<file path="src/rtl/byte_serializer_pkg.sv">
// Shared types and constants for the byte serializer: frame FSM states and
// frame geometry.
package byte_serializer_pkg;

  typedef enum logic [1:0] {
    IDLE  = 2'd0,
    START = 2'd1,
    DATA  = 2'd2,
    STOP  = 2'd3
  } state_t;

  localparam int unsigned FRAME_BITS = 10;
  localparam int unsigned DATA_BITS  = 8;
  localparam int unsigned IDX_W      = 3;

endpackage

</file>
<file path="src/rtl/bit_timer.sv">
// Bit-period counter: while run is high, it counts 0..CLKS_PER_BIT-1 and
// raises bit_done_c during the last cycle of every period.
module bit_timer #(
  parameter int unsigned CLKS_PER_BIT = 4
) (
  input  logic clk,
  input  logic reset,
  input  logic run,
  output logic bit_done_c
);

  localparam int unsigned CNT_W = (CLKS_PER_BIT > 1) ? $clog2(CLKS_PER_BIT) : 1;
  localparam logic [CNT_W-1:0] LAST = CNT_W'(CLKS_PER_BIT - 1);

  logic [CNT_W-1:0] cnt;

  // Held at zero while idle so that every frame starts on a fresh period.
  always_ff @(posedge clk) begin
    if (reset || !run) begin
      cnt <= '0;
    end else if (cnt == LAST) begin
      cnt <= '0;
    end else begin
      cnt <= cnt + CNT_W'(1);
    end
  end

  assign bit_done_c = run && (cnt == LAST);

endmodule

</file>
<file path="src/rtl/byte_serializer.sv">
// Byte-to-serial transmitter: accepts one byte in IDLE and sends a frame
// made of a start bit (0), eight data bits sent LSB first, and a stop bit (1).
module byte_serializer
  import byte_serializer_pkg::*;
#(
  parameter int unsigned CLKS_PER_BIT = 4,
  parameter logic [7:0]  RESET_VALUE  = 8'h00
) (
  input  logic       clk,
  input  logic       reset,
  input  logic [7:0] d,
  input  logic       valid,
  output logic       ready,
  output logic [7:0] q,
  output logic       tx,
  output logic       busy
);

  state_t           state;
  state_t           state_nxt;
  logic [IDX_W-1:0] idx;
  logic [IDX_W-1:0] idx_nxt;
  logic [7:0]       q_nxt;
  logic             tx_nxt;
  logic             bit_done_c;
  logic             accept_c;

  assign accept_c = valid && (state == IDLE);

  bit_timer #(
    .CLKS_PER_BIT(CLKS_PER_BIT)
  ) u_timer (
    .clk       (clk),
    .reset     (reset),
    .run       (state != IDLE),
    .bit_done_c(bit_done_c)
  );

  // State and datapath registers; ready/busy are registered from the next state.
  always_ff @(posedge clk) begin
    if (reset) begin
      state <= IDLE;
      q     <= RESET_VALUE;
      tx    <= 1'b1;
      idx   <= '0;
      ready <= 1'b1;
      busy  <= 1'b0;
    end else begin
      state <= state_nxt;
      q     <= q_nxt;
      tx    <= tx_nxt;
      idx   <= idx_nxt;
      ready <= (state_nxt == IDLE);
      busy  <= (state_nxt != IDLE);
    end
  end

  // Frame sequencing.
  always_comb begin
    state_nxt = state;
    case (state)
      IDLE:    if (accept_c) state_nxt = START;
      START:   if (bit_done_c) state_nxt = DATA;
      DATA:    if (bit_done_c && (idx == IDX_W'(DATA_BITS - 1))) state_nxt = STOP;
      STOP:    if (bit_done_c) state_nxt = IDLE;
      default: state_nxt = IDLE;
    endcase
  end

  // Next line level, bit index and holding register.
  always_comb begin
    q_nxt   = q;
    tx_nxt  = tx;
    idx_nxt = idx;
    case (state)
      IDLE: begin
        tx_nxt  = 1'b1;
        idx_nxt = '0;
        if (accept_c) begin
          q_nxt  = d;
          tx_nxt = 1'b0;
        end
      end
      START: begin
        if (bit_done_c) begin
          tx_nxt  = q[0];
          idx_nxt = '0;
        end
      end
      DATA: begin
        if (bit_done_c) begin
          idx_nxt = idx + IDX_W'(1);
          tx_nxt  = (idx == IDX_W'(DATA_BITS - 1)) ? 1'b1 : q[idx_nxt];
        end
      end
      default: tx_nxt = 1'b1;
    endcase
  end

endmodule

</file>
<file path="config.mk">
export PLATFORM = sky130hd
export DESIGN_NAME = byte_serializer
export DESIGN_NICKNAME = d
export VERILOG_FILES = /design/src/rtl/byte_serializer_pkg.sv /design/src/rtl/bit_timer.sv /design/src/rtl/byte_serializer.sv
export SDC_FILE = /design/constraint.sdc
export NUM_CORES = 1
export LEC_CHECK = 0
export BUFFER_PORTS_ARGS = -buffer_cell sky130_fd_sc_hd__buf_2
export CORE_MARGIN = 3
export CORE_UTILIZATION = 45
export CTS_BUF_LIST = sky130_fd_sc_hd__clkbuf_8
export CTS_CLUSTER_DIAMETER = 30
export DETAILED_ROUTE_END_ITERATION = 10
export GPL_TIMING_DRIVEN = 0
export PLACE_DENSITY = 0.7
export SETUP_SLACK_MARGIN = 0.3
export SYNTH_ARGS = -nofsm -noshare
export SYNTH_HDL_FRONTEND = slang
export SYNTH_HIERARCHICAL = 1
export SYNTH_SLANG_ARGS = --single-unit
</file>
<file path="constraint.sdc">
create_clock -name clk -period 2.4 [get_ports clk]
set_clock_uncertainty 0.1 [all_clocks]
set_input_delay 0.48 -clock clk [delete_from_list [all_inputs] [get_ports clk]]
set_output_delay 0.48 -clock clk [all_outputs]
set_load 0.005 [all_outputs]
</file>
== After elaboration in Yosys (flattened, before gate mapping) ==
Index checks and enable logic that the tools add are counted.
Word-level totals
  bits in registers: 18
  logic and storage cells: 46
Operators by class
  add/subtract/negate cells: 2
  magnitude comparators: 1
  equal/unequal tests: 7
  multiplexer cells: 15
  reductions and logical operators: 14
Operators by type and width (count)
  case mux 3 bit (3 select lines): 1
  2-to-1 mux 2 bit: 4
  case mux 2 bit (4 select lines): 1
  == test 2 bit, second input constant: 3
  2-to-1 mux 3 bit: 2
  2-to-1 mux 1 bit: 5
  zero test 2 bit: 2
  less-than comparator 3 x 4 -> 1 bit, second input constant: 1
  inequality test 2 bit, second input constant: 2
  AND reduction 2 bit: 2
  nonzero test 2 bit: 2
  adder 3 x 1 -> 3 bit, second input constant: 1
  binary-select mux 1 bit (select 3 bit): 1
  == test 3 bit, second input constant: 1
  logical AND 1 bit: 3
  case mux 1 bit (3 select lines): 1
  AND reduction 3 bit: 1
  nonzero test 3 bit: 1
  adder 2 x 1 -> 2 bit, second input constant: 1
  == test 2 x 1 -> 1 bit, second input constant: 1
  OR reduction 2 bit: 1
  zero test 1 bit: 1
  logical OR 1 bit: 1

== Longest topological paths before layout ==
Gate-level depths: netlist of run 1.
  depth in word-level cells: 6
  mapped depth: 7
  mapped depth without buffers: 6

== By module ==
Netlist of run 1, hierarchy kept.
By module, submodules not included
  byte_serializer: times used 1, cells each 72, area an instance 709.4 um^2
  bit_timer: times used 1, cells each 6, area an instance 86.3 um^2

== Least setup slack after synthesis of run 1 ==
OpenSTA, ideal clock, no wires.
  path kind: reg-to-reg
  start: register idx[0]
  end: register tx
  arrival time: 1573 ps
  setup slack: 607 ps
  cell stages (with the launch flop): 6
  path through: dfxtp_1 ha_1 mux4_2 or2_0 a31oi_1 o21bai_1
Between the ends
  longest elaborated chain between the ends: 6
RTL lines
  start: declaration: line byte_serializer.sv:21  | logic [IDX_W-1:0] idx;
  start signal: assignment: line byte_serializer.sv:52  | idx <= idx_nxt;
  adder 3 x 1 -> 3 bit: line byte_serializer.sv:92  | idx_nxt = idx + IDX_W'(1);
  binary-select mux 1 bit (select 3 bit): line byte_serializer.sv:93  | tx_nxt = (idx == IDX_W'(DATA_BITS - 1)) ? 1'b1 : q[idx_nxt];
  2-to-1 mux 1 bit (not written as such): line byte_serializer.sv:93
  2-to-1 mux 1 bit *: line byte_serializer.sv:93
  2-to-1 mux 1 bit *: line byte_serializer.sv:91  | if (bit_done_c) begin
  case mux 1 bit (3 select lines) *: line byte_serializer.sv:75  | case (state)
  end signal: assignment: line byte_serializer.sv:51  | tx <= tx_nxt;
  end: declaration: line byte_serializer.sv:15  | output logic tx,
Every way passes the cells marked *; elsewhere a longest branch is shown, timed or not. The select of a mux whose other input is x is not followed.
A chain may end at the register's enable or synchronous reset.

== Worst setup path in the final report of run 1 ==
Same ends and word-level chain as after synthesis.

==> qor.csv, run 1 <==
stage,metric,value,unit
floorplan,core_area,1577,um2
logic_synthesis,yosys_warnings,6,
logic_synthesis,synth_simple_gate_area_share,0.2013,
layout,fin_area,962.2,um2
clock_tree,clock-sinks,18,
layout,diodes,0,
layout,layout_commonest_cell,buf_2,
timing,slew_headroom,0.7191,
global_route,grt_usage,0.1534,
setup_path,cp_max_fo,5,
place,place_congestion,0.6821,
timing,rsz0062_at_grt,false,
clock_tree,clock_latency,0.25,ns
detailed_routing,dr.pass1.iters,4,
setup_path,crit_slowest_cell,mux4_2,
layout,multiInputGateArea,409.1,um2
floorplan,io_pins,22,
timing,worst_slack,0.4692,ns
detailed_routing,routedWlPerCell,11.86,um
worst_hold_path,min_path_cells,1,
logic_synthesis,synth_cell_types,27,
layout,final_cell_mix,"23 x buf_2, 18 x dfxtp_1, 15 x nor2_1",
setup_path,reg2regPathDepth,5,
global_route,use_met3,0.06767,
outcome,outcome,completed,
logic_synthesis,async_flop_share,0,
power_and_ir_drop,power_density,611.3,nW/um2
logic_synthesis,netlist_area,795.8,um2
worst_hold_path,hold_path_class,reg2reg,
logic_synthesis,yosys-mux-area-fraction,0.1667,
layout,nFillCells,146,
logic_synthesis,syn_nets,92,
clock_tree,htree_levels,1,
global_route,grt.busiest_layer,met2,
global_route,global_route.usage.met2,0.2427,
place,post-place-ws,0.4591,ns
logic_synthesis,synth_top_family_by_area,simple AND/OR/NAND/NOR gates,
setup_path,cp.required,2.44,ns
global_route,antenna_found_initial,0,
setup_path,criticalPathCategory,reg2reg,
place,place_hpwl,1111,um
clock_tree,cts_made_buffers,3,
clock_tree,cts_hold_buf,0,
setup_path,crit_arrival,1.97,ns
floorplan,die_w,48.05,um
floorplan,dieHeight,48.05,um
run,drv_cap,0,
setup_path,cpPeakStageDelay,0.52,ns
global_route,grt_max_degree,11,
timing,finalHoldViolCount,0,
clock_tree,cts_buffer_depth,2,
timing,fmax,517.9,MHz
clock_tree,cts_root_buf,clkbuf_8,
global_route,grt_pass1_wl,2380,um
global_route,met1_usage,0.1794,
logic_synthesis,synth_fa_ha_area_frac,0.05975,
layout,final_nets,118,
setup_path,cp_cell_sequence,"ha_1, mux4_2, or2_0, a31oi_1, o21bai_1",
global_route,grt_overflow,0,
floorplan,rows,14,
logic_synthesis,ys_seq_area_frac,0.4528,
logic_synthesis,avgSynthCellArea,10.20,um2
detailed_routing,viasPerCell,5.085,
power_and_ir_drop,power_leakage,0.4281,nW
setup_path,crit_path_end_kind,register,
detailed_routing,num_vias,600,
setup_path,crit_path_start_kind,register,
layout,syn2layout_area_growth,20.91,%
logic_synthesis,synth-edff-count,0,
logic_synthesis,synth-seq-cells,18,
timing,tightest_slew,0.4214,ns
clock_tree,clk_pin_slew,0.06,ns
timing,setup_violations,0,
clock_tree,post_cts_buffers,0,
place,post_dp_cell_area,920.9,um2
floorplan,start_util,0.5048,
detailed_routing,wl,1400,um
logic_synthesis,syn_inst,78,
clock_tree,cts_resized,0,
detailed_routing,final_antenna_net_count,0,
logic_synthesis,synth_compound_area_frac,0.06447,
logic_synthesis,synthFlopType,dfxtp_1,
detailed_routing,drcViolationCount,0,
global_route,grt_pass1_vias,573,
detailed_routing,drtIter0Drc,6,
layout,ff_latch_area,360.3,um2
timing,setup_tns,0,ns
timing,post-route-period-util,0.8045,
clock_tree,tritoncts,done,
power_and_ir_drop,ir_drop,0.0004394,V
place,io_buffers,21,
logic_synthesis,synthXorXnorAreaFrac,0.02201,
layout,layout-drive-gt1-share,0.3137,
power_and_ir_drop,finalPower,588.2,uW
timing,report.final.slew_viol_count,0,
timing,post-route-min-period,1.931,ns
floorplan,design.die.area,2309,um2
[Yosys cell counts (2+ instances only)]
library cell / number / share of area
and2_1: 2 / 0.016
inv_1: 2 / 0.0094
nor2_1: 15 / 0.071
ha_1: 3 / 0.047
nor3_1: 2 / 0.013
a22oi_1: 2 / 0.019
a31oi_1: 2 / 0.016
or2_2: 2 / 0.016
xnor2_1: 2 / 0.022
mux2i_1: 11 / 0.14
buf_2: 2 / 0.013
dfxtp_1: 18 / 0.45
[path summary, 6_finish.rpt]
check / from / to / slack (ns)
setup / recovery: idx[0] / tx / 0.47
hold / removal: u_timer/cnt[0] / u_timer/cnt[0] / 0.34
setup reg to reg: idx[0] / tx / 0.47
hold reg to reg: u_timer/cnt[0] / u_timer/cnt[0] / 0.34
[power breakdown]
part	switching (mW)	internal, mW
clock network	0.0896	0.111
registers	0.00800	0.314
logic	0.0301	0.0356
[through the flow]
step                        util  std cells  hold WS, ns
after floorplan                -         78       0.3190
after global placement    0.5841        115       0.3276
after detailed placement  0.5841        115       0.3430
after CTS                 0.6103        118       0.3518
after global routing      0.6103        118       0.3730
final                     0.6103        118       0.3430
[worst max-delay path: cells and delay by family (launching register included)]
| family | cells | cell delay (ns) |
|---|---|---|
| mux | 1 | 0.52 |
| fa+ha+maj | 1 | 0.41 |
| compound gates | 2 | 0.24 |
| simple gates | 1 | 0.21 |
| flops | 1 | 0.36 |
[cell type report]
class                      instances  share of cell area
clock buffer                       3             0.04291
sequential                        18              0.3745
inverter                           2            0.007802
buffer                             4             0.01951
multi-input combinational         54              0.4252
tap                               16             0.02081
timing repair buffer              21              0.1092
[cells by family (layout without fill, tap and decap cells)]
family	Yosys count	count (layout)
AND/OR/NAND/NOR	29	29
XOR/XNOR	2	2
flip-flops	18	18
adder cells (fa/ha/maj)	4	4
AO/OA/AOI/OAI	7	7
multiplexers	12	12
buffers and inverters	6	30
[state kept, by name (all words and copies together), names as in the netlist]
register,cells
busy,1
idx,3
q,8
ready,1
state,2
tx,1
u_timer/cnt,2
[routing by layer]
layer | share of wire | vias to the layer above
met5 | 0 | -
met4 | 0.011 | 0
met3 | 0.058 | 3
met2 | 0.46 | 14
met1 | 0.47 | 263
li1 | - | 320
Power figures use the tool's default switching activity.
==> run 2, diff against run 1 <==
Clock period 2.4 ns to 1.82 ns, I/O delays scaled along.
==> qor.csv, run 2 (synthesized netlist as in run 1, its figures left out) <==
stage,metric,value,unit,change
outcome,outcome,completed,,
global_route,grt_usage,0.1762,,+0.02278
layout,final_nets,125,,+5.9%
detailed_routing,drtIter0Drc,2,,-4
layout,diodes,0,,unchanged
place,place_hpwl,1148,um,+3.4%
setup_path,cp.required,1.87,ns,-0.57 ns
timing,post-route-min-period,1.736,ns,-0.1952 ns
place,io_buffers,21,,unchanged
place,post_dp_cell_area,960.9,um2,+4.3%
global_route,grt_max_degree,11,,unchanged
clock_tree,clock_latency,0.25,ns,about the same
floorplan,design.die.area,2309,um2,unchanged
power_and_ir_drop,power_density,751.2,nW/um2,+23%
worst_hold_path,hold_path_class,in2reg,,
layout,layout-drive-gt1-share,0.5182,,+0.2045
timing,report.final.slew_viol_count,0,,unchanged
power_and_ir_drop,finalPower,862.8,uW,+47%
power_and_ir_drop,power_leakage,0.4849,nW,+13%
floorplan,rows,14,,unchanged
timing,setup_tns,0,ns,unchanged
clock_tree,tritoncts,done,,
clock_tree,htree_levels,1,,unchanged
timing,post-route-period-util,0.9536,,+0.1491
detailed_routing,dr.pass1.iters,3,,-1
global_route,grt_pass1_vias,619,,+8.0%
layout,largest_reg_flops,8,,unchanged
setup_path,criticalPathCategory,reg2reg,,
global_route,antenna_found_initial,0,,unchanged
power_and_ir_drop,ir_drop,0.0005734,V,+30%
clock_tree,clk_pin_slew,0.07,ns,about the same
global_route,grt_overflow,0,,unchanged
detailed_routing,wl,1679,um,+20%
timing,tightest_slew,0.4316,ns,+0.01019 ns
place,place_congestion,0.6922,,+1.5%
setup_path,crit_path_start_kind,register,,
setup_path,crit_arrival,1.78,ns,-0.19 ns
timing,setup_violations,0,,unchanged
detailed_routing,final_antenna_net_count,0,,unchanged
run,drv_cap,0,,unchanged
layout,final_cell_mix,"21 x buf_2, 14 x nor2_1, 13 x dfxtp_1",,
global_route,grt_pass1_wl,2787,um,+17%
clock_tree,cts_buffer_depth,2,,unchanged
detailed_routing,viasPerCell,5.262,,+3.5%
layout,regMostFlops,q,,
clock_tree,cts_made_buffers,3,,unchanged
setup_path,crit_path_end_kind,register,,
layout,top_regs,"q x8, idx x3",,
detailed_routing,routedWlPerCell,13.33,um,+12%
floorplan,io_pins,22,,unchanged
timing,slew_headroom,0.7123,,-0.006792
detailed_routing,drcViolationCount,0,,unchanged
layout,syn2layout_area_growth,44.34,%,
clock_tree,clock-sinks,18,,unchanged
timing,fmax,576.2,MHz,+11%
floorplan,die_w,48.05,um,unchanged
setup_path,cp_max_fo,2,,-3
floorplan,dieHeight,48.05,um,unchanged
layout,fin_area,1149,um2,+19%
timing,rsz0062_at_grt,true,,
timing,finalHoldViolCount,0,,unchanged
floorplan,start_util,0.5048,,unchanged
clock_tree,cts_root_buf,clkbuf_8,,
floorplan,core_area,1577,um2,unchanged
detailed_routing,num_vias,663,,+11%
layout,layout_commonest_cell,buf_2,,
## run 2: changes by cell type in the layout (fill, tap and decap cells not counted), moves of 3 or more
cell | before | now
ha_4 | 0 | 3
ha_1 | 3 | 0
buf_6 | 0 | 5
buf_4 | 0 | 4
dfxtp_2 | 0 | 4
dfxtp_1 | 18 | 13
## run 2: what timing repair did
item	CTS	global route
hold buffers	0	0
setup buffers	4	2
cloned	0	1
pin swaps	6	5
resized for setup	7	20
setup endpoints to repair	7	15
## run 2: final timing paths
| path | start | to | slack (ns) | cells past startpoint |
|---|---|---|---|---|
| max | idx[0] | tx | 0.08 | 5 |
| min | d[0] | q[0] | 0.24 | 3 |
| min reg2reg | u_timer/cnt[0] | u_timer/cnt[0] | 0.35 | 1 |
| max reg2reg | idx[0] | tx | 0.08 | 5 |
## run 2: final cells by class
cell class / count / area [um2]
inverters: 2 / 7.507
well taps: 16 / 20.02
repair buffers: 28 / 168.9
clock buffers: 4 / 55.05
fillers: 124 / 427.9
multi-input cells: 54 / 486.7
plain buffers: 4 / 41.29
flip-flops and latches: 18 / 369.1
## run 2: per-layer routing
| layer | vias to the layer above | wire length, um | GRT usage |
|---|---|---|---|
| li1 | 339 | - | - |
| met1 | 307 | 810 | 0.2466 |
| met2 | 13 | 759 | 0.2507 |
| met3 | 4 | 89 | 0.04511 |
| met4 | 0 | 20 | 0.08065 |
| met5 | - | 0 | 0 |
## run 2: worst max-delay path, cell delays in order, from the launching register on
cell	delay, ns
dfxtp_4	0.35
ha_4	0.26
mux4_2	0.47
or2_1	0.23
a31oi_1	0.14
o21bai_1	0.07
## run 2: report_power, final
part	internal (mW)	switching, mW	total [mW]
clock	0.192	0.135	0.327
sequential	0.412	0.0122	0.425
combinational	0.0637	0.0471	0.111
## run 2: metrics by stage
step	worst slack (ns)	std cells	utilization	hold WS (ns)
finish	0.08440	126	0.7286	0.2418
global route	0.02047	126	0.7286	0.2483
CTS	0.01025	123	0.6857	0.2431
detailed placement	0.01207	115	0.6095	0.3334
global placement	0.01874	115	0.6095	0.3260
floorplan	0.1278	78	-	0.3190
